[src/rtl/ppm_decoder.sv]
// ppm_decoder: turns a single-wire RC PPM stream into eight channel pulse
// widths in whole microseconds. Channel values are collected in a shadow
// bank and committed to the outputs all at once when a complete frame is
// closed by a sync gap. Loss of signal drives every channel to 0.
module ppm_decoder #(
  parameter int US_DIV      = 50,
  parameter int SYNC_MIN_US = 3000,
  parameter int CH_MIN_US   = 800,
  parameter int CH_MAX_US   = 2200,
  parameter int TIMEOUT_US  = 25000
) (
  input  logic        CLK,
  input  logic        RSTn,
  input  logic        En,
  input  logic        PPM_In,
  output logic [15:0] Channel1,
  output logic [15:0] Channel2,
  output logic [15:0] Channel3,
  output logic [15:0] Channel4,
  output logic [15:0] Channel5,
  output logic [15:0] Channel6,
  output logic [15:0] Channel7,
  output logic [15:0] Channel8,
  output logic        Frame_Strobe,
  output logic        Frame_Valid,
  output logic        Signal_Lost
);

  localparam int          PW        = (US_DIV > 1) ? $clog2(US_DIV) : 1;
  localparam logic [PW-1:0] PRE_LAST = PW'(US_DIV - 1);
  localparam logic [15:0] SYNC_MIN  = 16'(SYNC_MIN_US);
  localparam logic [15:0] CH_MIN    = 16'(CH_MIN_US);
  localparam logic [15:0] CH_MAX    = 16'(CH_MAX_US);
  localparam logic [15:0] TIMEOUT   = 16'(TIMEOUT_US);

  typedef enum logic {HUNT = 1'b0, CAPTURE = 1'b1} state_t;

  // Input stage: two synchronizer flops plus the previous synchronized value.
  logic [1:0]    sync_q;
  logic          ppm_prev_q;
  logic          edge_s;

  logic [PW-1:0] presc_q, presc_d;
  logic [15:0]   us_cnt_q, us_cnt_d;
  state_t        state_q, state_d;
  logic [3:0]    idx_q, idx_d;
  logic [15:0]   shadow_q [8];
  logic [15:0]   shadow_d [8];
  logic [15:0]   chan_q [8];
  logic [15:0]   chan_d [8];
  logic          strobe_q, strobe_d;
  logic          valid_q, valid_d;
  logic          lost_q, lost_d;

  logic          is_sync_s, is_ch_s, timeout_s;

  // us_cnt holds the interval since the previous edge at the moment an edge arrives.
  assign edge_s    = sync_q[1] & ~ppm_prev_q;
  assign is_sync_s = (us_cnt_q >= SYNC_MIN);
  assign is_ch_s   = (us_cnt_q >= CH_MIN) && (us_cnt_q <= CH_MAX);
  assign timeout_s = (us_cnt_q >= TIMEOUT);

  // Next-state logic: timebase, frame FSM, shadow capture and atomic commit.
  always_comb begin
    presc_d  = presc_q;
    us_cnt_d = us_cnt_q;
    state_d  = state_q;
    idx_d    = idx_q;
    shadow_d = shadow_q;
    chan_d   = chan_q;
    strobe_d = 1'b0;
    valid_d  = valid_q;
    lost_d   = lost_q;

    // Timebase restarts on every edge so each interval is measured from zero.
    if (edge_s) begin
      presc_d  = '0;
      us_cnt_d = 16'h0000;
    end else if (presc_q == PRE_LAST) begin
      presc_d  = '0;
      us_cnt_d = (us_cnt_q == 16'hFFFF) ? us_cnt_q : us_cnt_q + 16'h0001;
    end else begin
      presc_d  = presc_q + PW'(1);
    end

    // An edge takes priority over a timeout in the same cycle.
    if (edge_s) begin
      case (state_q)
        HUNT: begin
          if (is_sync_s) begin
            state_d = CAPTURE;
            idx_d   = 4'd0;
          end else begin
            state_d = HUNT;
          end
        end
        CAPTURE: begin
          if (is_sync_s && (idx_q == 4'd8)) begin
            chan_d   = shadow_q;
            strobe_d = 1'b1;
            valid_d  = 1'b1;
            lost_d   = 1'b0;
            idx_d    = 4'd0;
          end else if (is_sync_s) begin
            // Short frame: restarting idx discards the partial shadow contents.
            idx_d = 4'd0;
          end else if (is_ch_s && (idx_q < 4'd8)) begin
            shadow_d[idx_q[2:0]] = us_cnt_q;
            idx_d                = idx_q + 4'd1;
          end else begin
            state_d = HUNT;
            idx_d   = 4'd0;
          end
        end
        default: begin
          state_d = HUNT;
          idx_d   = 4'd0;
        end
      endcase
    end else if (timeout_s) begin
      // Saturated us_cnt keeps this branch active; repeating it is harmless.
      state_d = HUNT;
      idx_d   = 4'd0;
      chan_d  = '{default: 16'h0000};
      valid_d = 1'b0;
      lost_d  = 1'b1;
    end else begin
      state_d = state_q;
    end
  end

  // All state registers; En=0 holds everything at its reset value.
  always_ff @(posedge CLK or negedge RSTn) begin
    if (!RSTn) begin
      sync_q     <= 2'b00;
      ppm_prev_q <= 1'b0;
      presc_q    <= '0;
      us_cnt_q   <= 16'h0000;
      state_q    <= HUNT;
      idx_q      <= 4'd0;
      shadow_q   <= '{default: 16'h0000};
      chan_q     <= '{default: 16'h0000};
      strobe_q   <= 1'b0;
      valid_q    <= 1'b0;
      lost_q     <= 1'b1;
    end else if (!En) begin
      sync_q     <= 2'b00;
      ppm_prev_q <= 1'b0;
      presc_q    <= '0;
      us_cnt_q   <= 16'h0000;
      state_q    <= HUNT;
      idx_q      <= 4'd0;
      shadow_q   <= '{default: 16'h0000};
      chan_q     <= '{default: 16'h0000};
      strobe_q   <= 1'b0;
      valid_q    <= 1'b0;
      lost_q     <= 1'b1;
    end else begin
      sync_q     <= {sync_q[0], PPM_In};
      ppm_prev_q <= sync_q[1];
      presc_q    <= presc_d;
      us_cnt_q   <= us_cnt_d;
      state_q    <= state_d;
      idx_q      <= idx_d;
      shadow_q   <= shadow_d;
      chan_q     <= chan_d;
      strobe_q   <= strobe_d;
      valid_q    <= valid_d;
      lost_q     <= lost_d;
    end
  end

  assign Channel1     = chan_q[0];
  assign Channel2     = chan_q[1];
  assign Channel3     = chan_q[2];
  assign Channel4     = chan_q[3];
  assign Channel5     = chan_q[4];
  assign Channel6     = chan_q[5];
  assign Channel7     = chan_q[6];
  assign Channel8     = chan_q[7];
  assign Frame_Strobe = strobe_q;
  assign Frame_Valid  = valid_q;
  assign Signal_Lost  = lost_q;

endmodule

[config.mk]
export PLATFORM = sky130hd
export DESIGN_NAME = ppm_decoder
export DESIGN_NICKNAME = d
export VERILOG_FILES = /design/src/rtl/ppm_decoder.sv
export SDC_FILE = /design/constraint.sdc
export NUM_CORES = 1
export LEC_CHECK = 0
export BUFFER_PORTS_ARGS = -buffer_cell sky130_fd_sc_hd__clkbuf_2
export CAP_MARGIN = 20
export CORE_MARGIN = 2
export CORE_UTILIZATION = 45
export CTS_CLUSTER_DIAMETER = 100
export DETAILED_ROUTE_END_ITERATION = 6
export SETUP_SLACK_MARGIN = 0.5
export SLEW_MARGIN = 20
export SYNTH_ARGS = -nofsm -noshare
export SYNTH_HDL_FRONTEND = slang
export SYNTH_SLANG_ARGS = --single-unit
[constraint.sdc]
create_clock -name CLK -period 2.2 [get_ports CLK]
set_clock_uncertainty 0.1 [all_clocks]
set_input_delay 0.33 -clock CLK [delete_from_list [all_inputs] [get_ports CLK]]
set_output_delay 0.33 -clock CLK [all_outputs]
set_load 0.05 [all_outputs]
# After elaboration in Yosys (flattened, before gate mapping)
# Cells that the tools add are included.
[op_classes]
add_sub_neg = 3
order_cmp = 7
n_eq_ne = 14
mux = 52
bitwise_logic = 4
reduce_logical = 8
[op_table]
columns = ["op", "count"]
rows = [
  ["128-bit two-way mux", 11],
  ["128-bit bitwise mux", 1],
  ["16-bit two-way mux", 5],
  ["16-bit demux with 3-bit select", 1],
  ["4-bit two-way mux", 7],
  ["1-bit two-way mux", 21],
  ["6-bit two-way mux", 3],
  ["16-bit by 1-bit adder with 16-bit output, second input constant", 1],
  ["16-bit equality test, second input constant", 1],
  ["16-bit by 10-bit >= comparator with 1-bit output, second input constant", 1],
  ["16-bit by 12-bit >= comparator with 1-bit output, second input constant", 1],
  ["16-bit by 15-bit >= comparator with 1-bit output, second input constant", 1],
  ["16-bit by 12-bit <= comparator with 1-bit output, second input constant", 1],
  ["4-bit one-hot mux with 2 select lines", 1],
  ["6-bit by 1-bit adder with 6-bit output, second input constant", 1],
  ["6-bit equality test, second input constant", 1],
  ["2-bit by 1-bit inequality test with 1-bit output, second input constant", 3],
  ["3-bit by 1-bit inequality test with 1-bit output, second input constant", 2],
  ["3-bit by 2-bit inequality test with 1-bit output, second input constant", 2],
  ["5-bit AND reduction", 1],
  ["4-bit by 1-bit adder with 4-bit output, second input constant", 1],
  ["4-bit equality test, second input constant", 1],
  ["4-bit >= comparator, second input constant", 1],
  ["1-bit logical AND", 4],
  ["other kinds (12)", 15],
]
[word_totals]
register_bits = 289
inputBits = 4
elab_cells = 113

# Longest topological paths before layout
[logic_depth]
word_depth = 12
depth_mapped = 8

# Least setup slack after synthesis
# Ideal clock, no wire load.
[synth_path]
path_kind = "register to register"
from = "register us_cnt_q[12]"
to = "register chan_q, in the netlist Channel1[0]"
setup_ps = 67
t_arrival_ps = 1797
required_time_ps = 2033
path_slack_ps = 236
path_stages_with_launch = 8
cell_sequence = "dfrtp_1 or4_1 nor4b_1 a21oi_1 o21ai_2 buf_6 buf_6 a22o_1"
[synth_via]
elab_chain_cells = 4
[synth_lines]
columns = ["element", "line", "source"]
rows = [
  ["start: declaration", "44", "logic [15:0] us_cnt_q, us_cnt_d;"],
  ["start signal: assignment", "162", "us_cnt_q <= us_cnt_d;"],
  ["16-bit by 12-bit >= comparator with 1-bit output", "59", "assign is_sync_s = (us_cnt_q >= SYNC_MIN);"],
  ["1-bit logical AND", "98", "if (is_sync_s && (idx_q == 4'd8)) begin"],
  ["3-bit by 2-bit inequality test with 1-bit output (no line)", "--", ""],
  ["3-bit AND reduction (no line) *", "--", ""],
  ["end signal: assignment", "166", "chan_q <= chan_d;"],
  ["end: declaration", "49", "logic [15:0] chan_q [8];"],
]
# Every way passes the cells marked *; elsewhere a longest branch is shown, timed or not.
# A chain may end at the register's enable or synchronous reset.

# Worst setup path after layout
[layout_path]
from = "register us_cnt_q[12]"
to = "register chan_q, in the netlist Channel1[9]"
# Same word-level chain as after synthesis.

==> flow_summary.toml <==
[outcome]
outcome = "finished clean"

[critical_path]
max_stage_delay_ns = 0.56
crit_slowest_cell = "or4_4"
cp.required_ns = 2.58
cp_max_fo = 7
cpMostUsedCell = "buf_12"
path_class = "reg -> reg"
cp.arrival_ns = 2.54
end_kind = "register"
start_kind = "register"
crit_chain = "or4_4 > nor4b_4 > a21oi_2 > o21ai_4 > buf_12 > buf_12 > clkbuf_16 > a22o_1"

[floorplanning]
initial_utilization_pct = 45.7
die_height_um = 164
rows = 58
fp.dieW_um = 164
die-area_mm2 = 0.0268
core-area_mm2 = 0.0251
io_pins = 135

[timing]
rsz0062_at_grt = "true"
fin_crit_sh_pct = 98.3
hold_violations = 0
max_clock_freq_mhz = 463
worst_pin_slew_ns = 0.745
fin_hold_ws_ns = 0.0660
setup_violations = 0
slew_headroom_pct = 50.2
drv_slew = 0
fin_crit_ns = 2.16

[routing]
vias = 7959
drtPass1Iterations = 5
postRouteAntennaNets = 0
drc_errors = 0
vias_per_cell = 5.61
drt-initial-drc-count = 651
wl_per_cell_um = 21.5
routed_wl_um = 30500

[global_routing]
antenna_found_initial = 0
grt_overflow = 0
grt_max_degree = 87
track_usage_pct = 21.9
grt_pass1_wl_um = 45500
grt_pass1_vias = 7786

[place]
dp_hpwl_um = 17600
placedCellCount = 1327
io_buffers = 134
gp_congestion = 0.841

[cts]
cts_sinks = 289
path_clk_slew_ns = 0.06
clk_latency_ns = 0.54
clockBufferDepth = 3
cts_tree = "done"
clock-root-buffer = "clkbuf_16"
cts_max_level = 1
numCtsBuffers = 29

[finish]
multi_input_area_mm2 = 0.00409
fin_cells = 1419
diodes = 0
syn_to_final_growth_pct = 28.2
drive_above_1_share_pct = 29.7
final_core_util_pct = 58.6
register_area_mm2 = 0.00724
layout.nets = 1078
fillCellCount = 2027

[worst_hold_path]
hp-class = "in -> reg"

[power]
p_leak_nw = 7.75
ir_drop_uv = 535
power_density_mw_per_mm2 = 730
report.power.total_mw = 10.7

[synth]
yosys-top-cells-area = "dfrtp_1 (63%), a22o_1 (9.8%), mux2i_1 (8.5%)"
synth_seq_area_share_pct = 63.0
avgSynthCellArea_um2 = 13.0
synth-edff-count = 0
synth_area_mm2 = 0.0115
yosys_warnings = 0
yosys.area.top_type = "dfrtp_1"
synth-seq-cells = 289
synth_cells = 883
synth_cell_types = 49
synth_ff_type = "dfrtp_1"
synth_top_area_share_pct = 62.8
synth_fp_nets = 893
ys_async_sr_fraction_pct = 100

[flow_run]
maxCapViolations = 0
per-layer routing:
metal | global-route usage, % | vias to the layer above | wire [um]
li1 | - | 3556 | -
met1 | 32.9 | 4117 | 14100
met2 | 34.3 | 252 | 14500
met3 | 3.01 | 34 | 1530
met4 | 4.23 | 0 | 433
met5 | 0 | - | 0
cells by family (layout without fill, tap and decap cells):
family,count (synthesis),count (layout),share of synthesized area [%]
buffers and inverters,73,279,3.83
xor gates and xnor gates,12,12,0.916
muxes,98,98,8.56
DFF,289,289,63.0
and+or+nand+nor,238,238,11.0
adders and majority gates,6,6,0.654
AOI/OAI and AO/OA,167,167,12.0
cells in the final DEF, fill, tap and decap left out, drive strengths merged, types with 3 or more instances in the layout:
cell | Yosys | layout
xnor2 | 6 | 6
nor4 | 3 | 3
inv | 8 | 8
and3 | 35 | 35
mux2i | 97 | 97
nor2b | 4 | 4
or3 | 4 | 4
clkbuf | 24 | 180
nor2 | 25 | 25
nand4 | 12 | 12
nand2 | 121 | 121
o21ai | 8 | 8
ha | 6 | 6
clkinv | 0 | 6
buf | 41 | 81
nand3 | 6 | 6
or4 | 4 | 4
dfrtp | 288 | 288
xor2 | 6 | 6
a22o | 129 | 129
and4 | 3 | 3
o211ai | 3 | 3
a21oi | 10 | 10
o31ai | 5 | 5
and2 | 5 | 5
nor3 | 9 | 9
through the flow:
stage          TNS (ns)  setup WS [ns]  cell area [um^2]
4_1_cts        -0.00565       -0.00565             14100
3_5_place_dp      -4.84        -0.0566             12900
5_1_grt           -1.21        -0.0353             14700
6_report              0         0.0384             14700
3_3_place_gp     -0.270       -0.00890             12900
2_1_floorplan         0          0.255             11600
area by class of cell:
class | instances | area share (%)
flip-flops and latches | 289 | 49.2
well taps | 330 | 2.81
clock buffers | 44 | 5.86
multi-input cells | 521 | 27.8
repair buffers | 219 | 13.5
clock inverters | 8 | 0.612
inverters | 8 | 0.204
path summary, 6_finish.rpt:
check / slack, ns / cells after the start / startpoint / end
setup reg to reg: 0.04 / 8 / us_cnt_q[12]$_DFFE_PN0P_ / Channel1[9]$_DFFE_PN0P_
setup / recovery: 0.04 / 8 / us_cnt_q[12]$_DFFE_PN0P_ / Channel1[9]$_DFFE_PN0P_
hold reg to reg: 0.38 / 1 / sync_q[0]$_DFF_PN0_ / sync_q[1]$_DFF_PN0_
max in group asynchronous: 1.08 / 3 / RSTn / Channel2[12]$_DFFE_PN0P_
min in group asynchronous: 0.18 / 2 / RSTn / Channel8[3]$_DFFE_PN0P_
hold / removal: 0.07 / 3 / En / shadow_q[119]$_DFFE_PN0P_
Yosys cell counts, types with 2 or more instances:
cell	n
a21o_1	2
a21oi_1	10
a22o_1	129
a31oi_1	2
and2_1	5
and3_1	35
and4_1	3
buf_2	21
buf_4	3
buf_6	17
clkbuf_1	24
dfrtp_1	288
ha_1	6
inv_1	8
mux2i_1	97
nand2_1	121
nand3_1	6
nand4_1	4
nand4_4	8
nand4b_1	2
nor2_1	24
nor2b_1	4
nor3_1	9
nor4_1	2
nor4b_1	2
o211ai_1	3
o21ai_0	6
o31ai_1	5
or3_1	4
or4_1	4
xnor2_1	6
xor2_1	6
critical path, delay by kind of cell (launching register included):
| family | cells | cell delay, ns |
|---|---|---|
| and+or+nand+nor | 2 | 0.80 |
| DFF | 1 | 0.44 |
| AOI/OAI and AO/OA | 3 | 0.33 |
| buffers and inverters | 3 | 0.43 |
registers in the layout (all words and copies together), names as in the netlist, 6 cells and up:
| signal | count |
|---|---|
| Channel1 | 16 |
| Channel2 | 16 |
| Channel3 | 16 |
| Channel4 | 16 |
| Channel5 | 16 |
| Channel6 | 16 |
| Channel7 | 16 |
| Channel8 | 16 |
| presc_q | 6 |
| shadow_q | 128 |
| us_cnt_q | 16 |
report_power, final:
part	switching, mW	internal (mW)
combinational	0.285	0.180
sequential	0.00518	5.32
clock	2.03	2.92
total	2.32	8.42
what timing repair did:
| action | in CTS | in global routing |
|---|---|---|
| setup buffers | 8 | 15 |
| setup endpoints to repair | 281 | 287 |
| endpoints found under the hold margin | 86 | 0 |
| gates cloned | 3 | 12 |
| gates resized for setup | 15 | 66 |
| pin swaps | 87 | 77 |
| hold buffers | 2 | 0 |
Note: power is estimated with default switching activity, not from simulation.
